**config.mk**
```make
export PLATFORM = sky130hd
export DESIGN_NAME = bcd_conversor_rolhas_seq
export DESIGN_NICKNAME = d
export VERILOG_FILES = /design/src/rtl/bcd_conversor_rolhas_seq.sv
export SDC_FILE = /design/constraint.sdc
export NUM_CORES = 1
export LEC_CHECK = 0
export BUFFER_PORTS_ARGS = -buffer_cell sky130_fd_sc_hd__buf_2
export CAP_MARGIN = 30
export CORE_ASPECT_RATIO = 1.25
export CORE_MARGIN = 4
export CORE_UTILIZATION = 48
export DETAILED_ROUTE_END_ITERATION = 6
export HOLD_SLACK_MARGIN = 0.05
export PLACE_DENSITY = 0.73
export SLEW_MARGIN = 40
export SYNTH_ARGS = -nofsm -noshare
export SYNTH_HDL_FRONTEND = slang
export SYNTH_SLANG_ARGS = --single-unit
```
**constraint.sdc**
```tcl
create_clock -name clk -period 1.9 [get_ports clk]
set_input_delay 0.285 -clock clk [delete_from_list [all_inputs] [get_ports clk]]
set_output_delay 0.285 -clock clk [all_outputs]
set_load 0.05 [all_outputs]
```
**src/rtl/bcd_conversor_rolhas_seq.sv**
```systemverilog
// Iterative binary-to-BCD converter (double-dabble) for the cork counting display path.
// Valid/ready on both sides. Overflow either saturates to all nines or wraps modulo 10^DIGITS.
module bcd_conversor_rolhas_seq #(
    parameter int WIDTH    = 7,
    parameter int DIGITS   = 2,
    parameter int SATURATE = 1
) (
    input  logic                  clk,
    input  logic                  rst,
    input  logic                  in_valid,
    output logic                  in_ready,
    input  logic [WIDTH-1:0]      bin_in,
    output logic                  out_valid,
    input  logic                  out_ready,
    output logic [4*DIGITS-1:0]   bcd_out,
    output logic                  overflow
);

    localparam int BW       = 4 * DIGITS;
    localparam int CNT_W    = $clog2(WIDTH + 1);
    localparam int CMP_W    = (WIDTH > 17) ? WIDTH : 17;
    localparam int MAX_INT  = 10**DIGITS - 1;
    localparam logic [CMP_W-1:0] MAX_VAL  = CMP_W'(MAX_INT);
    localparam logic [CNT_W-1:0] CNT_INIT = CNT_W'(WIDTH);
    localparam logic [CNT_W-1:0] CNT_ONE  = CNT_W'(1);

    typedef enum logic [1:0] {IDLE, SHIFT, DONE} state_t;

    state_t             r_state;
    logic [WIDTH-1:0]   r_bin;
    logic [BW-1:0]      r_bcd;
    logic [CNT_W-1:0]   r_cnt;
    logic               r_ovf;

    logic [BW-1:0]      w_adj;
    logic [BW-1:0]      w_bcd_next;
    logic [BW-1:0]      w_nines;
    logic               w_ovf_in;

    // Corrections look only at the pre-step digits, so there is no ripple between digits.
    always_comb begin
        w_adj = r_bcd;
        for (int k = 0; k < DIGITS; k++) begin
            if (r_bcd[4*k +: 4] >= 4'd5) begin
                w_adj[4*k +: 4] = r_bcd[4*k +: 4] + 4'd3;
            end
        end
    end

    // The carry out of the top digit is dropped, which is what makes the result wrap modulo 10^DIGITS.
    assign w_bcd_next = {w_adj[BW-2:0], r_bin[WIDTH-1]};
    assign w_nines    = {DIGITS{4'h9}};
    assign w_ovf_in   = CMP_W'(bin_in) > MAX_VAL;

    // NOTE: every register here is written with <=, so all branches read the pre-edge values.
    always_ff @(posedge clk) begin
        if (rst) begin
            r_state   <= IDLE;
            in_ready  <= 1'b1;
            out_valid <= 1'b0;
            bcd_out   <= '0;
            overflow  <= 1'b0;
            r_bin     <= '0;
            r_bcd     <= '0;
            r_cnt     <= '0;
            r_ovf     <= 1'b0;
        end else begin
            case (r_state)
                IDLE: begin
                    if (in_valid) begin
                        r_bin    <= bin_in;
                        r_bcd    <= '0;
                        r_cnt    <= CNT_INIT;
                        r_ovf    <= w_ovf_in;
                        in_ready <= 1'b0;
                        r_state  <= SHIFT;
                    end
                end
                SHIFT: begin
                    r_bcd <= w_bcd_next;
                    r_bin <= r_bin << 1;
                    r_cnt <= r_cnt - CNT_ONE;
                    if (r_cnt == CNT_ONE) begin
                        bcd_out   <= (SATURATE != 0 && r_ovf) ? w_nines : w_bcd_next;
                        overflow  <= r_ovf;
                        out_valid <= 1'b1;
                        r_state   <= DONE;
                    end
                end
                DONE: begin
                    if (out_ready) begin
                        out_valid <= 1'b0;
                        in_ready  <= 1'b1;
                        r_state   <= IDLE;
                    end
                end
                default: r_state <= IDLE;
            endcase
        end
    end

endmodule

```
After elaboration in Yosys (flattened, before gate mapping)
Cells that the tools add are included.

storage, ports and cells
  register bits after elaboration = 32
  output and inout bits = 11
  logic and storage cells = 50
  input bits = 11

cells by class
  $lt $le $gt $ge = 3
  muxes and demuxes = 19
  add/subtract/negate cells = 3
  reduce and logical (&&, ||, !) cells = 10
  eq/ne operators = 6

operators by type and width
  cell                                                   number
  2-to-1 mux 8 bit                                       2
  case mux 8 bit (2 select lines)                        1
  case mux 7 bit (2 select lines)                        1
  AND reduction 3 bit                                    3
  >= comparator 4 x 3 -> 1 bit (second input constant)   2
  greater-than comparator 7 bit (second input constant)  1
  2-to-1 mux 7 bit                                       1
  2-to-1 mux 2 bit                                       3
  2-to-1 mux 3 bit                                       2
  inequality test 2 bit (second input constant)          3
  case mux 2 bit (3 select lines)                        1
  case mux 3 bit (2 select lines)                        1
  AND reduction 2 bit                                    3
  nonzero test 2 bit                                     3
  adder 4 x 2 -> 4 bit (second input constant)           1
  2-to-1 mux 1 bit                                       4
  2-to-1 mux 4 bit                                       1
  case mux 1 bit (2 select lines)                        2
  adder 3 x 2 -> 3 bit (second input constant)           1
  == test 3 x 1 -> 1 bit (second input constant)         1
  subtractor 3 x 1 -> 3 bit (second input constant)      1
  == test 2 x 1 -> 1 bit (second input constant)         1
  == test 2 bit (second input constant)                  1
  zero test 2 bit                                        1

Depth between registers and ports, before layout
Gate-level depths: netlist of the first run.

  depth in word-level cells = 3
  gate-level depth with buffers = 7
  depth with buffers taken out = 6

Worst setup path after synthesis of the first run
No wires, ideal clock.

  kind = reg2reg
  from = register r_bcd[1]
  to = register r_bcd[2]
  stages on the path, launching flop included = 7
  buffers on the path = 0
  required time = 1826 ps
  setup slack = 467 ps
  clock period less this slack = 1433 ps
  arrival = 1359 ps
  setup time = 74 ps
  cells stage by stage = dfxtp_1 inv_1 ha_1 nand2b_1 a21oi_1 mux2_2 o21ai_0

on the way
  word-level cells in the longest chain between the ends = 3
  elaborated cells between the ends (all ways) = 4
  those cells by class = add/sub (1); order compare (1); mux (2)

ends and longest elaborated chain
  item                                                                  line    text
  start: declaration                                                    31      logic [BW-1:0] r_bcd;
  start signal: assignment                                              80      r_bcd <= w_bcd_next;
  adder 4 x 2 -> 4 bit or >= comparator 4 x 3 -> 1 bit (tied branches)  45, 44
  2-to-1 mux 4 bit (*)                                                  44      if (r_bcd[4*k +: 4] >= 4'd5) begin
  case mux 8 bit (2 select lines) (*)                                   68      case (r_state)

Every way passes the cells marked *; elsewhere a longest branch is shown, timed or not.
A chain may end at the register's enable or synchronous reset.

Worst setup path after layout of the first run
Same ends and word-level chain as after synthesis.

==> out/qor.txt, run 1 <==
CP required - 2.15 ns
Arr. time, crit path - 1.90 ns
F_max - 0.608 GHz
Setup Buffers After CTS - 0
Cell Rows - 21
Synth Instances - 168
DRC Markers - 0
Fin crit share - 86.6%
Maximum clock insertion buffer count - 2
Core ar. - 0.00279 mm2
Root buf cell - clkbuf_4
Clock Pin Slew Worst Setup and Hold Paths - 0.09 ns
WL final - 3020 um
Slowest stage delay, CP - 0.40 ns
Crit-path max FO - 4
Post-DP HPWL - 2240 um
Mapped Area - 0.00144 mm2
Crit path depth - 6
# clock sinks - 32
CTS tree - built
Synth-to-layout area growth - 12.6%
DR pass1 iterations - 5
Layout cells sized above 1 - 19.9%
N_diodes - 0
First-pass GRT wire length - 5560 um
Later-pin clock latency in the skew report - 0.33 ns
Crit end category - register
Peak supply drop - 0.540 mV
Reg2Reg Depth - 6
RSZ-0062 raised after global routing - no
Post-synth top flop - dfxtp_1
DIE HEIGHT - 69.2 um
Leak - 0.645 nW
Starting density of the core - 51.7%
Worst R2R Setup Slack - 0.26 ns
Final hold vios - 0
Hold-fix buffers at CTS - 0
ANT nets after route - 0
Footprint of the multi-input gates - 733 um2
Run status - completed
Cell variety after synth - 30
Final Slew Violations - 0
Pwr dens - 784 mW/mm2
Max-cap violation count - 0
Post-synth EDFFs - 0
Yosys reg bits - 32
Relative slew margins - 62.3%
TritonCTS buffer count - 5
# setup viols final - 0
# resized after CTS - 0
Nets - 208
Largest net degree at the start of global routing - 35
Startpoint Class - register
Initial antenna violation count - 0
DP Area - 0.00157 mm2
R2R Path End - r_bcd[2]
Min Tclk post-route - 1.64 ns
Synth Warn # - 0
Crit-path cells - inv_1 > ha_1 > nand2b_1 > a21oi_1 > mux2_2 > o21ai_0
Reg2reg start - r_bcd[1]
Kind of critical path - register to register
Setup_tns - 0 ns
CP endpoint - r_bcd[2]
Pwr Total - 1.27 mW
Vias/cell - 5.52
Reg area - 641 um2
Via count - 1,242
Fill count - 270
Die Width - 57.0 um
Sequential-to-total area share from yosys stat - 44.5%
Drt wl/cell - 13.4 um
Gpl congestion - 0.781
H-tree levels - 2
Vias in the first global route - 1,304
Final instance area - 0.00162 mm2
Crit-path leading delay family - compound AO/OA/AOI/OAI gates
I/O Buffers - 21
Hold_ws - 0.233 ns
Crit path from - r_bcd[1]
Actual slew at the worst max-slew pin - 0.566 ns
Worst min-delay path class - primary input to register
Number of I/O pins - 22
Post-Syn Area per Cell - 8.56 um2
Syn_nets - 185
Die ar. - 0.00394 mm2
Slowest cell on crit path - mux2_2
WP buf/inv - 1
Global-route usage over all layers - 17.6%
Synth async-reset ratio - 0%
Clk_skew - 0.0108 ns
Total gr overflow - 0
Drt first-iter violations - 57
## tightest hold or removal path, cell delays in order
cell      delay, ns
buf_2          0.10
nand2_1        0.05
a311oi_1       0.08
## stage by stage
| step | setup WS (ns) | std cells | util [%] |
|---|---|---|---|
| floorplan | 0.467 | 168 | - |
| global placement | 0.401 | 218 | 56.5 |
| detailed placement | 0.257 | 218 | 56.5 |
| CTS | 0.250 | 225 | 58.2 |
| global route | 0.128 | 225 | 58.2 |
| finish | 0.256 | 225 | 58.2 |
## kinds of logic after synthesis
| logic type | share of synthesized area (%) |
|---|---|
| adders and majority gates | 5.22 |
| and+or+nand+nor | 23.8 |
| DFF | 44.5 |
| buffers and inverters | 4.52 |
| AOI/OAI and AO/OA | 19.1 |
| xor gates and xnor gates | 1.22 |
| muxes | 1.57 |
## per-layer routing
metal	up-vias	track usage (%)	wire (um)
li1	633	-	-
met1	582	18.1	1200
met2	23	32.4	1640
met3	4	5.21	144
met4	0	6.70	40
met5	-	0	0
## registers in the layout, indices dropped and copies added, names as in the netlist
| register | flops |
|---|---|
| r_cnt | 3 |
| r_ovf | 1 |
| r_state | 2 |
| out_valid | 1 |
| overflow | 1 |
| r_bcd | 8 |
| in_ready | 1 |
| bcd_out | 8 |
| r_bin | 7 |
## cells in the mapped netlist (all sizes together) (4+ instances only)
| cell | count | area (um2) |
|---|---|---|
| a22oi | 4 | 30.0 |
| o21ai | 11 | 70.1 |
| dfxtp | 32 | 641 |
| nand2 | 20 | 77.6 |
| nand2b | 6 | 37.5 |
| ha | 6 | 75.1 |
| a21oi | 10 | 50.1 |
| nor2 | 21 | 78.8 |
| clkbuf | 4 | 15.0 |
| inv | 8 | 30.0 |
| nor3 | 8 | 40.0 |
| nand3b | 8 | 60.1 |
| a311oi | 6 | 52.6 |
| buf | 4 | 20.0 |
## worst min-delay path by stage
stage                   start   endpoint  slack, ns  cells past startpoint
global placement     overflow   overflow       0.44                      2
CTS                 bin_in[4]   r_bin[4]       0.21                      3
finish              bin_in[4]   r_bin[4]       0.23                      3
floorplan           bin_in[1]   r_bin[1]       0.45                      2
detailed placement  out_valid  out_valid       0.45                      2
global route        bin_in[4]   r_bin[4]       0.23                      3
## cell type report
class                   count  area share (%)
flip-flops and latches     32            39.5
repair buffers             24            7.88
well taps                  34            2.63
clock inverters             1           0.309
inverters                   8            1.85
clock buffers               6            2.55
multi-input cells         120            45.3
## where the power goes
part | switching, mW | leakage, nW | total, mW | internal [mW]
logic | 0.120 | 0.356 | 0.186 | 0.0661
clock network | 0.216 | 0.0281 | 0.352 | 0.136
registers | 0.0262 | 0.261 | 0.732 | 0.705
total | 0.362 | 0.645 | 1.27 | 0.908
## placed cells by master, fill, tap and decap left out, types with 4 or more instances in the layout
master / count
nand2b_1: 6
nand2_1: 19
o21ai_2: 4
nand3b_1: 8
clkbuf_4: 5
nor3_1: 8
inv_1: 8
buf_2: 21
a21oi_1: 10
o21ai_0: 7
nor2_1: 21
a22oi_1: 4
a311oi_1: 6
ha_1: 6
dfxtp_1: 32
(Power assumes the default switching activity.)
==> run 2, diff against run 1 <==
--- a/config.mk
+++ b/config.mk
@@ -9,10 +9,10 @@
 export CAP_MARGIN = 30
 export CORE_ASPECT_RATIO = 1.25
 export CORE_MARGIN = 4
-export CORE_UTILIZATION = 48
+export CORE_UTILIZATION = 44
 export DETAILED_ROUTE_END_ITERATION = 6
 export HOLD_SLACK_MARGIN = 0.05
-export PLACE_DENSITY = 0.73
+export PLACE_DENSITY = 0.68
 export SLEW_MARGIN = 40
 export SYNTH_ARGS = -nofsm -noshare
 export SYNTH_HDL_FRONTEND = slang
==> out/qor.txt, run 2 (same netlist as run 1, synthesis figures left out) <==
Relative slew margins - 57.7%
Die ar. - 0.00425 mm2
Crit-path max FO - 4
First-pass GRT wire length - 5060 um
Pwr dens - 781 mW/mm2
RSZ-0062 raised after global routing - no
Clock Pin Slew Worst Setup and Hold Paths - 0.09 ns
Global-route usage over all layers - 15.4%
Final Slew Violations - 0
Final instance area - 0.00162 mm2
Initial antenna violation count - 0
WL final - 2970 um
Leak - 0.645 nW
Crit end category - register
# setup viols final - 0
Number of I/O pins - 22
DR pass1 iterations - 4
Setup Buffers After CTS - 0
Starting density of the core - 47.5%
Later-pin clock latency in the skew report - 0.32 ns
ANT nets after route - 0
F_max - 0.625 GHz
Kind of critical path - register to register
Crit-path cells - inv_1 > ha_1 > nand2b_1 > a21oi_1 > mux2_2 > o21ai_0
Run status - completed
Synth-to-layout area growth - 12.8%
Cell Rows - 22
DRC Markers - 0
Clk_skew - 0.00671 ns
Peak supply drop - 0.440 mV
Max-cap violation count - 0
Fin crit share - 84.2%
Slowest stage delay, CP - 0.39 ns
N_diodes - 0
Final hold vios - 0
Core ar. - 0.00303 mm2
Drt wl/cell - 13.1 um
Arr. time, crit path - 1.85 ns
DIE HEIGHT - 71.9 um
Hold Crit Depth - 3
Via count - 1,249
Reg2Reg Depth - 6
Die Width - 59.2 um
Actual slew at the worst max-slew pin - 0.629 ns
Largest net degree at the start of global routing - 35
CTS tree - built
Gpl congestion - 0.763
Drt first-iter violations - 52
TritonCTS buffer count - 5
Post-DP HPWL - 2250 um
Most common cell after layout, fill and taps aside - dfxtp_1
Worst min-delay path class - primary input to register
Startpoint Class - register
# clock sinks - 32
CP required - 2.16 ns
Hold-fix buffers at CTS - 0
Total gr overflow - 0
Min Tclk post-route - 1.60 ns
Commonest cells after routing, fill and taps aside - 32 x dfxtp_1, 21 x nor2_1, 21 x buf_2
Layout cells sized above 1 - 19.9%
I/O Buffers - 21
# resized after CTS - 0
Utilization after layout - 53.6%
H-tree levels - 2
Root buf cell - clkbuf_4
DP Area - 0.00158 mm2
Vias/cell - 5.50
Nets - 208
Maximum clock insertion buffer count - 2
Pwr Total - 1.27 mW
Slowest cell on crit path - mux2_2
Top flop regs - bcd_out x8, r_bcd x8, r_bin x7
Setup_tns - 0 ns
Vias in the first global route - 1,202
-- run 2: metrics by stage --
step           setup slack (ns)  hold slack [ns]  instances
2_1_floorplan             0.467            0.447        168
3_3_place_gp              0.419            0.442        220
3_5_place_dp              0.303            0.450        220
4_1_cts                   0.302            0.209        227
5_1_grt                   0.210            0.210        227
6_report                  0.301            0.225        227
-- run 2: final cells by class --
type	instances	area, um2
sequential	32	641
tap	36	45.0
multi-input combinational	120	733
fill	311	1410
clock buffer	6	41.3
inverter	8	30.0
clock inverter	1	5.00
timing repair buffer	24	128
-- run 2: report_power, final --
group | switching [mW] | internal (mW)
registers | 0.0258 | 0.705
logic | 0.118 | 0.0664
clock network | 0.216 | 0.136
-- run 2: worst paths after layout --
check | to | start | slack, ns
max | r_bcd[2] | r_bcd[1] | 0.30
min | r_bin[3] | bin_in[3] | 0.23
max reg2reg | r_bcd[2] | r_bcd[1] | 0.30
min reg2reg | overflow | overflow | 0.46
-- run 2: worst max-delay path: cells and delay by family, from the launching register on --
| kind | cells | cell delay [ns] |
|---|---|---|
| compound gates | 2 | 0.39 |
| fa+ha+maj | 1 | 0.17 |
| buf+inv | 1 | 0.09 |
| flops | 1 | 0.35 |
| mux | 1 | 0.39 |
| simple gates | 1 | 0.14 |
-- run 2: per-layer routing --
metal | vias up | track usage [%] | wire, um
li1 | 638 | - | -
met1 | 582 | 16.0 | 1180
met2 | 23 | 28.5 | 1610
met3 | 6 | 4.27 | 126
met4 | 0 | 6.05 | 51
met5 | - | 0 | 0
